**config.mk**
```make
export PLATFORM = sky130hd
export DESIGN_NAME = mtr_drv
export DESIGN_NICKNAME = d
export VERILOG_FILES = /design/src/rtl/mtr_drv.sv
export SDC_FILE = /design/constraint.sdc
export NUM_CORES = 1
export LEC_CHECK = 0
export CAP_MARGIN = 40
export CORE_ASPECT_RATIO = 1.25
export CORE_UTILIZATION = 50
export DETAILED_ROUTE_END_ITERATION = 10
export PLACE_DENSITY = 0.73
export SLEW_MARGIN = 10
export SYNTH_ARGS = -nofsm -noshare
export SYNTH_HDL_FRONTEND = slang
export SYNTH_SLANG_ARGS = --single-unit
export TNS_END_PERCENT = 30
```
**constraint.sdc**
```tcl
create_clock -name clk -period 5.37 [get_ports clk]
set_input_delay 1.074 -clock clk [delete_from_list [all_inputs] [get_ports clk]]
set_output_delay 1.074 -clock clk [all_outputs]
set_load 0.005 [all_outputs]
```
**src/rtl/mtr_drv.sv**
```systemverilog
// Dual-channel H-bridge PWM driver: signed speed commands become complementary,
// dead-time separated gate pairs, with duty latched once per 2048-clk period.
module mtr_drv #(
    parameter logic [10:0] NONOVERLAP = 11'h040
) (
    input  logic        clk,
    input  logic        rst_n,
    input  logic [10:0] lft_spd,
    input  logic [10:0] rght_spd,
    output logic        lft_pwm1,
    output logic        lft_pwm2,
    output logic        rght_pwm1,
    output logic        rght_pwm2,
    output logic        pwm_synch
);

    localparam logic [10:0] CNT_LAST  = 11'h7FF;
    localparam logic [10:0] DUTY_ZERO = 11'h400;

    logic [10:0] cnt;
    logic [10:0] lft_duty;
    logic [10:0] rght_duty;

    logic lft_pwm1_nxt;
    logic lft_pwm2_nxt;
    logic rght_pwm1_nxt;
    logic rght_pwm2_nxt;

    // Compares are widened to 12 bits so duty + NONOVERLAP cannot wrap near full scale.
    function automatic logic fwd_gate(input logic [10:0] c, input logic [10:0] d);
        return ({1'b0, c} >= {1'b0, NONOVERLAP}) && ({1'b0, c} < {1'b0, d});
    endfunction

    function automatic logic cmp_gate(input logic [10:0] c, input logic [10:0] d);
        return ({1'b0, c} >= ({1'b0, d} + {1'b0, NONOVERLAP})) && (c != CNT_LAST);
    endfunction

    always_comb begin
        lft_pwm1_nxt  = fwd_gate(cnt, lft_duty);
        lft_pwm2_nxt  = cmp_gate(cnt, lft_duty);
        rght_pwm1_nxt = fwd_gate(cnt, rght_duty);
        rght_pwm2_nxt = cmp_gate(cnt, rght_duty);
    end

    // Duty only reloads on the last count so a period never changes shape mid-way;
    // flipping the sign bit maps -1024..+1023 onto 0..2047.
    always_ff @(posedge clk or negedge rst_n) begin
        if (!rst_n) begin
            cnt       <= '0;
            lft_duty  <= DUTY_ZERO;
            rght_duty <= DUTY_ZERO;
            lft_pwm1  <= 1'b0;
            lft_pwm2  <= 1'b0;
            rght_pwm1 <= 1'b0;
            rght_pwm2 <= 1'b0;
            pwm_synch <= 1'b0;
        end else begin
            cnt       <= cnt + 11'd1;
            if (cnt == CNT_LAST) begin
                lft_duty  <= {~lft_spd[10], lft_spd[9:0]};
                rght_duty <= {~rght_spd[10], rght_spd[9:0]};
            end
            lft_pwm1  <= lft_pwm1_nxt;
            lft_pwm2  <= lft_pwm2_nxt;
            rght_pwm1 <= rght_pwm1_nxt;
            rght_pwm2 <= rght_pwm2_nxt;
            pwm_synch <= (cnt == 11'd0);
        end
    end

endmodule

```
==> metrics.csv, run 1 <==
metric,value,unit
status,completed,
drt_wl_total,4570,um
hold_buffers,0,
cts.repair.resized,0,
fp-row-count,27,
cpPeakStageDelay,0.49,ns
grt_pass1_vias,1820,
relSlewSlack,70.0,%
die_h,78.9,um
required,4.30,ns
yosysTopAreaCell,dfrtp_1,
path_clk_slew,0.08,ns
worst_pin_slew,0.450,ns
crit_type,flop to output port,
grt_max_degree,39,
htreeDepth,2,
fmax,458,MHz
ys_top_cells_by_area,"dfrtp_1 (38%), ha_1 (19%), o21ai_0 (4.7%)",
synth_top_area_share,38.1,%
cts_tree,yes,
finalNetCount,333,
drc,0,
synth-warning-count,0,
die-area,5010,um2
cap_viol_max_count,0,
post_cts_buffers,0,
syn-num-nets,299,
grt_pass1_wl,8040,um
synth-seq-cells,38,
cp-start-kind,flop,
routabilityCongestion,0.841,
ys_seq_area_share,40.4,%
start_util,53.0,%
endpoint_kind,output port,
via_per_inst,5.41,
crit_arrival,1.11,ns
yosysUniqueCellTypes,41,
antenna_cells,0,
slew_viol_final,0,
hold_violations,0,
ant_nets,0,
slowest_stage,clkdlybuf4s50_1,
syn_inst,239,
grt_setup_unrepaired,no,
via_count,1796,
crit_chain,clkdlybuf4s50_1,
postSynthAreaPerCell,9.88,um2
dp.final_hpwl,3440,um
p_total,517,uW
grt-ovfl-total,0,
cp_num_buf_inv,1,
period_minus_slack,2.18,ns
io_buffers,28,
timing.setup.tns,0,ns
insertion_delay,0.29,ns
setup_violations,0,
cts.sinks,38,
syn_area,2360,um2
drive_above_1_share,6.57,%
core_area,4460,um2
setup_slack,3.19,ns
clk_path_buf_depth,2,
grt_use_total,20.8,%
first_pass_iters,4,
fin_skew,0.0117,ns
min_path_type,flop to flop,
cts_buffers,5,
hold-worst-slack,0.511,ns
crit_family,buffers and inverters,
syn_to_final_growth,19.5,%
antenna_found_initial,0,
fp.dieW,63.5,um
post-route-util,63.3,%
vdd.ir_drop.worst,0.116,mV
post_drt_wl_per_cell,13.8,um
fin_crit_sh,40.7,%
drt-initial-drc-count,52,
cts_root_buf,clkbuf_8,
p_leak,0.00146,uW
mostFrequentLayoutCells,"ha_1 (36), dfrtp_1 (36), inv_1 (27), clkdlybuf4s50_1 (27), o21ai_0 (22)",
path_max_fanout,1,
pre_cts_ws,3.47,ns
ioPinCount,29,
powerDensity,183,nW/um2
[state kept, by name, summed over array words and instances, names as in the netlist]
signal / count
cnt: 11
rght_pwm1: 1
pwm_synch: 1
lft_duty: 11
rght_duty: 11
rght_pwm2: 1
lft_pwm1: 1
lft_pwm2: 1
[stage by stage]
stage / instance area, um2 / cells
CTS: 2800 / 331
floorplan: 2360 / 239
detailed placement: 2700 / 323
global placement: 2690 / 322
global route: 2820 / 332
finish: 2820 / 332
[power breakdown]
part | switching (uW) | internal (uW)
Clock | 103 | 103
Combinational | 7.80 | 16.2
Sequential | 0 | 286
Total | 111 | 405
[logic make-up after synthesis]
| logic type | count (synthesis) | synth area share [%] |
|---|---|---|
| compound gates | 55 | 14.7 |
| buf+inv | 31 | 5.51 |
| fa+ha+maj | 36 | 19.1 |
| simple gates | 61 | 13.5 |
| xor+xnor | 15 | 5.56 |
| flops | 38 | 40.4 |
| mux | 3 | 1.38 |
[routing by layer]
metal	share of wire [%]	vias to the layer above	global-route usage [%]
met4	3.3	0	10.7
met3	2.7	15	4.02
met2	50	37	35.5
met5	0	-	0
li1	-	910	-
met1	44	834	24.5
[cell usage after synthesis]
library cell	instances
a2111o_1	2
a2111oi_0	1
a211o_1	1
a211oi_1	3
a21o_1	3
a21oi_1	10
a41oi_1	1
and3_1	2
and4b_1	1
buf_4	1
buf_6	1
clkbuf_2	2
dfrtp_1	36
dfstp_2	2
ha_1	36
inv_1	27
mux2_2	2
mux2i_1	1
nand2_1	21
nand2b_1	1
nand3_1	8
nand3_2	1
nand4_1	4
nor2_1	10
nor2b_1	3
nor3_1	4
nor3b_1	2
nor4_1	1
nor4_4	1
nor4b_1	1
o211a_1	1
o211ai_1	3
o21a_1	3
o21ai_0	22
o21bai_1	2
o22ai_1	1
o31ai_1	1
o32ai_1	1
or4_1	1
xnor2_1	10
xor2_1	5
[path summary, 6_finish.rpt]
| check | from | end | slack [ns] | depth (start not counted) |
|---|---|---|---|---|
| min in group asynchronous | rst_n | rght_duty[3]$_DFFE_PN0N_ | 0.72 | 1 |
| worst min register to register | rght_duty[10]$_DFFE_PN1N_ | rght_duty[10]$_DFFE_PN1N_ | 0.51 | 2 |
| max in group asynchronous | rst_n | lft_pwm2$_DFF_PN0_ | 4.19 | 2 |
| worst max-delay path | lft_pwm1$_DFF_PN0_ | lft_pwm1 | 3.19 | 1 |
| worst min-delay path | rght_duty[10]$_DFFE_PN1N_ | rght_duty[10]$_DFFE_PN1N_ | 0.51 | 2 |
| worst max register to register | cnt[1]$_DFF_PN0_ | rght_duty[0]$_DFFE_PN0N_ | 3.49 | 5 |
[layout make-up]
| class | count | area (um2) |
|---|---|---|
| clock inverter | 2 | 12.5 |
| inverter | 27 | 101 |
| timing repair buffer | 31 | 322 |
| fill | 383 | 1640 |
| tap | 58 | 72.6 |
| multi-input combinational | 170 | 1280 |
| clock buffer | 6 | 82.6 |
| sequential | 38 | 953 |
Power figures use the tool's default switching activity.
==> run 2, diff against run 1 <==
- PLACE_DENSITY: 0.73 -> 0.76
- clock period: 5.37 -> 1.9 ns (I/O delays scaled with it)
==> run 2 against run 1 <==
Compared with the run above:
- sequential power grew to 2.8 times the previous value
- total power grew to 2.8 times the previous value
- cell area rose by 2.0%
- combinational power rose to 2.6 times the previous value
- critical path depth up 6
- routed wire length rose by 1.3%
- die area did not move
- non-clock buffer count increased by 10
- final cell count increased by 3.0%
- largest power group unchanged
==> metrics.csv, run 2 (synthesis results as in run 1) <==
metric,value,unit
status,completed,
core_area,4460,um2
hold_violations,0,
routabilityCongestion,0.887,
syn_to_final_growth,21.9,%
antenna_found_initial,0,
nFillCells,381,
final_cell_area,2880,um2
placed_cells,330,
required,2.06,ns
clk_path_buf_depth,2,
reg2reg_from,lft_duty[6]$_DFFE_PN0N_,
fmax,538,MHz
min_path_type,input port to async pin,
slew_viol_final,0,
largestRegisters,"cnt x11, lft_duty x11, rght_duty x11",
swShare,22.0,%
slowest_stage,dfrtp_1,
fin_skew,0.00468,ns
crit_chain,ha_1 -> nand3_1 -> xnor2_1 -> ha_1 -> a211o_1 -> a21oi_1 -> a211oi_1,
cap_viol_max_count,0,
setup_slack,0.0427,ns
layout.cells.non_filler,342,
cts_tree,yes,
ant_nets,0,
post_drt_wl_per_cell,13.5,um
setup_violations,0,
crit_family,adder cells,
grt_pass1_vias,1892,
grt_max_degree,39,
cts_root_buf,clkbuf_8,
cts_buffers,5,
p_leak,0.00151,uW
p_int,1140,uW
drt_wl_total,4630,um
r2r_end,lft_pwm2$_DFF_PN0_,
pre_cts_ws,0.0997,ns
r2r_cells,7,
antenna_cells,0,
power_frac_comb,4.3,%
drt-initial-drc-count,69,
postPlaceCellArea,2750,um2
crit_type,flop to flop,
crit_arrival,2.02,ns
vdd.ir_drop.worst,0.380,mV
fin_crit_sh,97.8,%
powerDensity,508,nW/um2
power_frac_seq,55.2,%
mostFrequentLayoutCells,"ha_1 (36), dfrtp_1 (36), inv_1 (27), clkdlybuf4s50_1 (27), o21ai_0 (22)",
fp.dieW,63.5,um
timing.setup.tns,0,ns
via_count,1834,
grt-ovfl-total,0,
hold_buffers,0,
cpPeakStageDelay,0.43,ns
grt_pass1_wl,8150,um
insertion_delay,0.29,ns
io_buffers,28,
endpoint_kind,flop,
worst_pin_slew,0.481,ns
rrSetupSlack,0.04,ns
die-area,5010,um2
ioPinCount,29,
grt_use_total,20.9,%
drive_above_1_share,10.2,%
cts.sinks,38,
via_per_inst,5.36,
dp.final_hpwl,3470,um
path_max_fanout,3,
path_clk_slew,0.08,ns
first_pass_iters,4,
critPathMostFrequentCell,ha_1,
finalNetCount,343,
fp-row-count,27,
start_util,53.0,%
cp_num_buf_inv,0,
power_switching,322,uW
die_h,78.9,um
cp-start-kind,flop,
htreeDepth,2,
p_clk_share,40.5,%
drc,0,
period_minus_slack,1.86,ns
relSlewSlack,67.9,%
[run 2: cell count changes in the layout (fill, tap and decap cells not counted), sizes merged]
cell / previous run / this run
buf: 4 / 14
[run 2: layer usage]
layer / track usage, % / vias up / part of all wire (%)
li1: - / 934 / -
met1: 24.4 / 856 / 43
met2: 37.3 / 37 / 52
met3: 4.45 / 7 / 3.7
met4: 7.27 / 0 / 1.5
met5: 0 / - / 0
[run 2: what timing repair did]
item / in CTS / in global routing
setup buffers: 0 / 4
endpoints found under the setup margin: 0 / 10
gates resized for setup: 0 / 2
[run 2: power groups by stage]
| stage | logic, uW | clock network, uW | registers [uW] |
|---|---|---|---|
| final | 62.3 | 593 | 808 |
| after global placement | 63.6 | 0 | 824 |
| after global routing | 69.5 | 647 | 808 |
| after CTS | 64.5 | 605 | 808 |
| after detailed placement | 64.2 | 0 | 824 |
| after floorplan | 0.530 | 0 | 824 |
[run 2: stage by stage]
stage | total power, uW | util [%] | hold slack, ns
6_report | 1460 | 64.6 | 0.121
5_1_grt | 1520 | 64.6 | 0.164
4_1_cts | 1480 | 63.8 | 0.144
3_5_place_dp | 888 | 61.6 | 0.465
3_3_place_gp | 888 | 61.6 | 0.460
2_1_floorplan | 825 | - | 0.0844
[run 2: how the worst max path moves through the flow]
stage                                         from                  end  slack [ns]  cells past startpoint
after global routing       lft_duty[6]$_DFFE_PN0N_   lft_pwm2$_DFF_PN0_       -0.02                      7
after CTS                  lft_duty[6]$_DFFE_PN0N_   lft_pwm2$_DFF_PN0_        0.06                      7
final                      lft_duty[6]$_DFFE_PN0N_   lft_pwm2$_DFF_PN0_        0.04                      7
after detailed placement  rght_duty[6]$_DFFE_PN0N_  rght_pwm2$_DFF_PN0_         0.1                      7
after global placement            cnt[0]$_DFF_PN0_   lft_pwm2$_DFF_PN0_        0.14                      6
after floorplan           rght_duty[6]$_DFFE_PN0N_  rght_pwm2$_DFF_PN0_        0.21                      7
[run 2: final cells by class]
type                       count  area, um2  share of cell area [%]
timing repair buffer          41        373                    12.9
tap                           58       72.6                    2.52
clock inverter                 2       12.5                   0.434
inverter                      27        101                    3.52
sequential                    38        953                    33.1
clock buffer                   6       82.6                    2.87
multi-input combinational    170       1280                    44.6
==> run 3, diff against run 2 <==
- CORE_ASPECT_RATIO: 1.25 -> 0.7
- PLACE_DENSITY: 0.76 -> 0.73
- REMOVE_ABC_BUFFERS: default -> 1
- clock period: 1.9 -> 2.3 ns (I/O delays scaled with it)
==> run 3 against run 2 <==
Compared with the run above:
- the run now ends with design-rule violations left
- non-clock buffer count is 9 lower
- die area hardly changed
- setup slack better by 0.42 ns
- register-to-register slack better by 0.42 ns
- clock power is 27% lower
- via count is 3.0% lower
- critical path depth stayed put
- total power is 21% lower
- critical endpoint is now rght_pwm2$_DFF_PN0_
- count of clock-buffer cells in the layout is 1 higher
- combinational power is 11% lower
- critical path type unchanged
- sequential power is 17% lower
- utilization is 0.89 points lower
==> metrics.csv, run 3 (synthesis results as in run 1) <==
metric,value,unit
drt_wl_total,4580,um
cp_num_buf_inv,0,
worst_pin_slew,0.358,ns
die-area,5010,um2
ioPinCount,29,
clk_path_buf_depth,2,
status,finished with violations,
start_util,53.3,%
io_buffers,28,
powerDensity,409,nW/um2
dp.final_hpwl,3490,um
crit_type,flop to flop,
cts_tree,yes,
core_area,4430,um2
placed_cells,322,
insertion_delay,0.28,ns
cts.sinks,38,
routabilityCongestion,0.796,
post_drt_wl_per_cell,13.9,um
slew_viol_final,0,
via_per_inst,5.41,
setup_violations,0,
fp-row-count,20,
fin_skew,0.00438,ns
grt_use_total,21.2,%
antenna_found_initial,0,
drive_above_1_share,5.84,%
fin_crit_sh,79.7,%
cts.repair.resized,0,
endpoint_kind,flop,
violations,design-rule violations,
layout.cells.non_filler,329,
ant_nets,0,
fmax,546,MHz
grt_pass1_vias,1666,
cp-start-kind,flop,
vdd.ir_drop.worst,0.343,mV
crit_arrival,1.99,ns
drc,10,
via_count,1779,
post-route-util,63.7,%
post_cts_buffers,0,
timing.setup.tns,0,ns
hold_buffers,0,
cts_buffers,5,
p_leak,0.00146,uW
grt-ovfl-total,0,
crit_chain,ha_1 -> nand3_1 -> xnor2_1 -> ha_1 -> nor2b_1 -> a2111oi_0 -> a211oi_1,
htreeDepth,2,
drt-initial-drc-count,80,
hold_violations,0,
finalNetCount,334,
syn_to_final_growth,19.4,%
cts_root_buf,clkbuf_8,
cap_viol_max_count,0,
relSlewSlack,75.5,%
min_path_type,input port to async pin,
critPathMostFrequentCell,ha_1,
required,2.45,ns
grt_setup_unrepaired,no,
antenna_cells,0,
first_pass_iters,7,
largestRegisters,"cnt x11, lft_duty x11, rght_duty x11",
grt_pass1_wl,8050,um
grt_max_degree,30,
path_clk_slew,0.07,ns
fp.dieW,84.2,um
crit_family,adder cells,
cpPeakStageDelay,0.42,ns
period_minus_slack,1.83,ns
die_h,59.5,um
slowest_stage,dfrtp_1,
path_max_fanout,4,
mostFrequentLayoutCells,"ha_1 (36), dfrtp_1 (36), inv_1 (27), clkdlybuf4s50_1 (27), o21ai_0 (22)",
[run 3: layer usage]
| layer | part of all wire (%) | wire length [um] | global-route usage, % | vias up |
|---|---|---|---|---|
| met2 | 41 | 1870 | 30.7 | 50 |
| met1 | 52 | 2400 | 31.6 | 810 |
| met4 | 1.0 | 46 | 6.16 | 0 |
| met3 | 5.7 | 261 | 5.15 | 10 |
| met5 | 0 | 0 | 0 | - |
| li1 | - | - | - | 909 |
[run 3: final timing paths]
check | cells past startpoint | end | startpoint | slack (ns)
worst max-delay path | 7 | rght_pwm2$_DFF_PN0_ | rght_duty[6]$_DFFE_PN0N_ | 0.47
worst min-delay path | 1 | rght_pwm2$_DFF_PN0_ | rst_n | 0.03
worst max register to register | 7 | rght_pwm2$_DFF_PN0_ | rght_duty[6]$_DFFE_PN0N_ | 0.47
worst min register to register | 2 | rght_duty[10]$_DFFE_PN1N_ | rght_duty[10]$_DFFE_PN1N_ | 0.50
max in group asynchronous | 2 | rght_duty[10]$_DFFE_PN1N_ | rst_n | 1.77
min in group clk | 2 | rght_duty[10]$_DFFE_PN1N_ | rght_duty[10]$_DFFE_PN1N_ | 0.50
[run 3: area by class of cell]
| cell class | count | area, um2 |
|---|---|---|
| flip-flops and latches | 38 | 953 |
| well taps | 55 | 68.8 |
| inverters | 27 | 101 |
| repair buffers | 32 | 343 |
| clock buffers | 7 | 76.3 |
| fillers | 389 | 1610 |
| multi-input cells | 170 | 1280 |
[run 3: metrics by stage]
step	hold WS (ns)	area (um2)	total power (uW)	worst slack [ns]
detailed placement	0.347	2750	738	0.488
floorplan	0.164	2330	681	0.00178
global placement	0.490	2730	733	0.512
finish	0.0348	2820	1150	0.467
global route	0.0313	2820	1210	0.285
CTS	0.0385	2820	1180	0.474
[run 3: power by group]
part	leakage (uW)	total, uW	internal, uW	switching (uW)
logic	0.00100	55.3	36.7	18.6
registers	0.000416	668	668	0
clock network	0.0000383	432	209	223
[run 3: worst reg2reg max path: cells and delay by family (launching register included)]
family          cells  cell delay [ns]
fa+ha+maj           2             0.50
xor+xnor            1             0.12
simple gates        2             0.24
flops               1             0.42
compound gates      2             0.42
